<file path="src/rtl/difftest_batch_streamer.sv">
// rtl/difftest_batch_streamer.sv - buffers wide difftest batch words and streams them as narrow beats
// Drops batches when full; every offered batch consumes a sequence number so the sink can see gaps.
module difftest_batch_streamer #(
  parameter int IN_W  = 1024,
  parameter int OUT_W = 256,
  parameter int DEPTH = 4,
  parameter int SEQ_W = 16
) (
  input  logic             clock,
  input  logic             reset,
  input  logic [IN_W-1:0]  in_data,
  input  logic             in_enable,
  output logic             in_almost_full,
  output logic             m_tvalid,
  input  logic             m_tready,
  output logic [OUT_W-1:0] m_tdata,
  output logic             m_tlast,
  output logic [SEQ_W-1:0] m_tuser,
  input  logic             clear_stats,
  output logic [31:0]      drop_cnt,
  output logic             overflow
);

  localparam int BEATS = IN_W / OUT_W;
  localparam int BW    = (BEATS > 1) ? $clog2(BEATS) : 1;
  localparam int AW    = $clog2(DEPTH);
  localparam logic [BW-1:0] LAST_BEAT = BW'(BEATS - 1);
  localparam logic [AW:0]   FULL      = (AW + 1)'(DEPTH);
  localparam logic [AW:0]   ONE       = (AW + 1)'(1);

  typedef enum logic {IDLE, SEND} state_t;

  state_t state, state_next;

  logic [IN_W-1:0]  data_mem [DEPTH];
  logic [SEQ_W-1:0] seq_mem  [DEPTH];

  logic [AW-1:0]    wr_ptr, rd_ptr;
  logic [AW:0]      occ, occ_next;
  logic [BW-1:0]    beat;
  logic [SEQ_W-1:0] seq;
  logic             wr, drop, handshake, pop;
  logic [BEATS-1:0][OUT_W-1:0] head_beats;

  // Admission uses the registered occupancy only, so a same-cycle pop never frees a slot.
  assign wr        = in_enable && (occ != FULL);
  assign drop      = in_enable && (occ == FULL);
  assign handshake = m_tvalid && m_tready;
  assign pop       = handshake && (beat == LAST_BEAT);
  assign head_beats = data_mem[rd_ptr];

  assign m_tvalid       = (state == SEND);
  assign m_tlast        = m_tvalid && (beat == LAST_BEAT);
  assign m_tdata        = m_tvalid ? head_beats[beat] : '0;
  assign m_tuser        = m_tvalid ? seq_mem[rd_ptr] : '0;
  assign in_almost_full = (occ >= FULL - ONE);

  always_comb begin
    occ_next   = occ;
    state_next = state;
    case ({wr, pop})
      2'b10:   occ_next = occ + ONE;
      2'b01:   occ_next = occ - ONE;
      default: occ_next = occ;
    endcase
    // Entering SEND at the accepting edge puts beat 0 on the bus the very next cycle.
    case (state)
      IDLE:    if (occ_next != '0) state_next = SEND;
      SEND:    if (pop && (occ == ONE) && !wr) state_next = IDLE;
      default: state_next = IDLE;
    endcase
  end

  always_ff @(posedge clock or posedge reset) begin
    if (reset) begin
      state    <= IDLE;
      occ      <= '0;
      wr_ptr   <= '0;
      rd_ptr   <= '0;
      beat     <= '0;
      seq      <= '0;
      drop_cnt <= '0;
      overflow <= 1'b0;
    end else begin
      state <= state_next;
      occ   <= occ_next;
      if (wr) wr_ptr <= wr_ptr + 1'b1;
      if (in_enable) seq <= seq + 1'b1;
      if (handshake) begin
        if (beat == LAST_BEAT) begin
          beat   <= '0;
          rd_ptr <= rd_ptr + 1'b1;
        end else begin
          beat <= beat + 1'b1;
        end
      end
      if (drop) begin
        overflow <= 1'b1;
        if (clear_stats)                   drop_cnt <= 32'd1;
        else if (drop_cnt != 32'hFFFF_FFFF) drop_cnt <= drop_cnt + 32'd1;
      end else if (clear_stats) begin
        drop_cnt <= '0;
        overflow <= 1'b0;
      end
    end
  end

  always_ff @(posedge clock) begin
    if (wr) begin
      data_mem[wr_ptr] <= in_data;
      seq_mem[wr_ptr]  <= seq;
    end
  end

endmodule

</file>
<file path="config.mk">
export PLATFORM = sky130hd
export DESIGN_NAME = difftest_batch_streamer
export DESIGN_NICKNAME = d
export VERILOG_FILES = /design/src/rtl/difftest_batch_streamer.sv
export SDC_FILE = /design/constraint.sdc
export NUM_CORES = 2
export LEC_CHECK = 0
export CAP_MARGIN = 20
export CORE_ASPECT_RATIO = 0.8
export CORE_MARGIN = 4
export CORE_UTILIZATION = 40
export DETAILED_ROUTE_END_ITERATION = 16
export DONT_BUFFER_PORTS = 1
export SYNTH_ARGS = -nofsm -noshare
export SYNTH_HDL_FRONTEND = slang
export SYNTH_MEMORY_MAX_BITS = 65536
export SYNTH_SLANG_ARGS = --single-unit
</file>
<file path="constraint.sdc">
create_clock -name clock -period 44.6 [get_ports clock]
set_clock_uncertainty 0.15 [all_clocks]
set_input_delay 8.92 -clock clock [delete_from_list [all_inputs] [get_ports clock]]
set_output_delay 8.92 -clock clock [all_outputs]
set_load 0.01 [all_outputs]
</file>
==> summary.md <==
| Metric | Value |
|---|---|
| Mapped Area | 161,000 µm² |
| Initial Utilization | 0.403 |
| Worst Path Arrival | 7500 ps |
| Worst reg2reg startpoint | occ[0] |
| PwrDens | 68.3 nW/µm² |
| Synth-to-Final Area Change | 11.8% |
| Setup TNS | 0 ps |
| Cts repair resizes | 0 |
| WS Path Type | reg2out |
| Worst-Margin Slew | 1380 ps |
| Total clock sinks | 4,219 |
| DR iter-0 viols | 6,215 |
| Final setup viols | 0 |
| RSZ-0062 raised after global routing | no |
| R2r endpoint | data_mem[1][865] |
| CTS Buf Count | 407 |
| Post-synth EDFFs | 4,160 |
| H-tree lvl count | 5 |
| Sw Ratio | 0.297 |
| Seq/Total Area, Yosys | 0.787 |
| DP HPWL | 242 mm |
| Dpl cells | 11.5k |
| Routed Antenna Nets | 0 |
| Pins Over Slew Limit | 0 |
| Crit path launch | rd_ptr[0] |
| Setup bufs post-CTS | 0 |
| CTS Hold Bufs | 0 |
| Post-Syn Nets | 7,412 |
| WL/cell | 31.3 µm |
| Vias per inst | 5.61 |
| Max-slew headroom | 0.0792 |
| Share of layout cells above drive strength 1 | 0.285 |
| Total GRT Usage | 0.183 |
| Top-count cell post-synth | edfxtp_1 |
| Gpl congestion | 0.835 |
| Number of port buffers | 0 |
| CORE AREA | 399,000 µm² |
| Psw | 3.64 mW |
| Cells after Synth | 6,369 |
| Clock power frac | 0.268 |
| Total Routed Length | 384 mm |
| Clk buf depth | 4 |
| NumNets Final | 7,599 |
| Setup crit end kind | output port |
| Critical Path Source Type | flop |
| Reg power frac | 0.439 |
| Yosys cell types | 46 |
| Fmax | 60.3 MHz |
| Die Wd | 716 µm |
| Initial antenna violation count | 40 |
| Drt first pass iters | 5 |
| Final Hold Fails | 0 |
| Ys async rst share | 0.0140 |
| Std-Cell Rows | 207 |
| Worst vdd ir | 55.7 µV |
| CP endpoint | m_tdata[42] |
| Top_reg_cell synth | edfxtp_1 |
| Leakage | 55.1 nW |
| Vias in the first global route | 71.6k |
| Max_cap viols | 0 |
| Largest net degree at the start of global routing | 170 |
| Class of the worst hold path | reg2reg |
| Fin cells | 12.3k |
| Synth Warn # | 0 |
| DRC violations left | 0 |
| CP required | 35,530 ps |
| CTS clock-pin slew for the worst setup and hold paths | 60 ps |
| Worst r2r path cells | 9 |
| Top post-synthesis cells by area | edfxtp_1, mux4_2, and2_1, dfrtp_1, clkbuf_1 |
| Seq cells post-synth | 4,219 |
| Period utilization | 0.372 |
| Post-route minimum period | 16,570 ps |
| Most instantiated cells after synthesis | edfxtp_1, mux4_2, and2_1, clkbuf_1, buf_2 |
| Run status | complete, no violations |
| Mapped Avg Cell Area | 25.2 µm² |
| Synth top area share | 0.778 |
| Internal | 8.62 mW |
| Overflow after GRT | 0 |
| Root Driver | clkbuf_16 |
| Total vias in the final route | 68.8k |
| Die area | 412,000 µm² |
| Worst Hold Launch | seq[14] |
| CP Max Fanout | 109 |
| Clock Latency Late Sink | 940 ps |
| Reg2Reg Setup Slack | 37,590 ps |
| Post-synth top area cell | edfxtp_1 |
| # IOs | 1,337 |
| CTS tree | yes |
| First-pass GRT wire length | 545 mm |
| Die Y | 575 µm |
| Combinational power share | 0.293 |
-- layer usage --
metal,global-route usage,vias up,routed length (µm)
met4,0.0609,2,12700
met1,0.225,37500,141000
li1,-,28000,-
met3,0.0808,565,45600
met5,0,-,13
met2,0.291,2646,185000
-- worst min path at each step --
stage	end	slack, ps	depth (start not counted)
final	seq[14]	420	1
after global routing	seq_mem[0][15]	440	0
after CTS	seq_mem[1][15]	420	0
after detailed placement	seq_mem[0][15]	410	0
after global placement	seq[15]	370	1
after floorplan	seq[15]	340	1
-- state kept, by name (all words and copies together) (netlist names) --
name      cells
seq          16
overflow      1
rd_ptr        2
wr_ptr        2
drop_cnt     32
m_tvalid      1
seq_mem      64
data_mem   4096
beat          2
occ           3
-- power by group through the flow --
| stage | Sequential [mW] | Combinational [mW] | Clock (mW) |
|---|---|---|---|
| after floorplan | 6.34 | 2.67 | 0 |
| after global placement | 5.43 | 3.68 | 0 |
| after detailed placement | 5.47 | 3.68 | 0 |
| after CTS | 5.39 | 3.69 | 3.37 |
| after global routing | 5.43 | 3.83 | 3.55 |
| final | 5.38 | 3.60 | 3.28 |
-- worst max-delay path, cell delays in order, from the launching register on --
cell and delay [ps]:
dfrtp_4 970, buf_4 840, buf_4 710, buf_4 850, buf_4 730, buf_12 700, mux4_2 610, mux4_2 530
and2_1 220
-- layout by cell type, fill, tap and decap left out, types with 11 or more instances in the layout --
cell type  Yosys  layout
and2_1       278     274
clkbuf_16      0     410
and3_1        11      11
ha_1          14      14
dfrtp_1       59      54
buf_12         0      18
a21oi_1       12      12
nor3_1        11      11
xnor2_1       14      14
diode_2        0      46
clkinv_2       0      64
clkinv_1       0      83
edfxtp_1    4160    4160
nor2_1        24      24
buf_4         10      96
inv_1         12      11
nand2_1       23      23
clkinv_16      0      11
nand3_1       13      13
and4_1        12      12
a31oi_1       11      11
nand4_1       15      15
clkbuf_1     189     119
bufinv_16      0      24
mux4_2      1296    1296
-- final cells by class --
cell class | count | area [µm²]
clock inverters | 210 | 1980
diodes | 46 | 115
fillers | 32600 | 219000
flip-flops and latches | 4219 | 126000
inverters | 14 | 53.8
well taps | 5329 | 6670
multi-input cells | 1799 | 32400
repair buffers | 115 | 1110
clock buffers | 530 | 10700
-- per-stage QoR --
stage / hold slack [ps] / power, mW / cell area, µm² / worst slack (ps) / utilization
2_1_floorplan: 339 / 9.01 / 161000 / 9900 / -
3_3_place_gp: 372 / 9.11 / 167000 / 28740 / 0.418
3_5_place_dp: 406 / 9.15 / 167000 / 28710 / 0.418
4_1_cts: 415 / 12.4 / 179000 / 27620 / 0.450
5_1_grt: 436 / 12.8 / 179000 / 27120 / 0.450
6_report: 416 / 12.3 / 179000 / 28030 / 0.450
-- cell families after synthesis --
kind of cell    share of synthesized area
mux                                 0.182
simple gates                       0.0153
compound gates                    0.00239
buf+inv                            0.0106
xor+xnor                         0.000982
flops                               0.787
fa+ha+maj                         0.00109
Note: power is estimated with default switching activity, not from simulation.
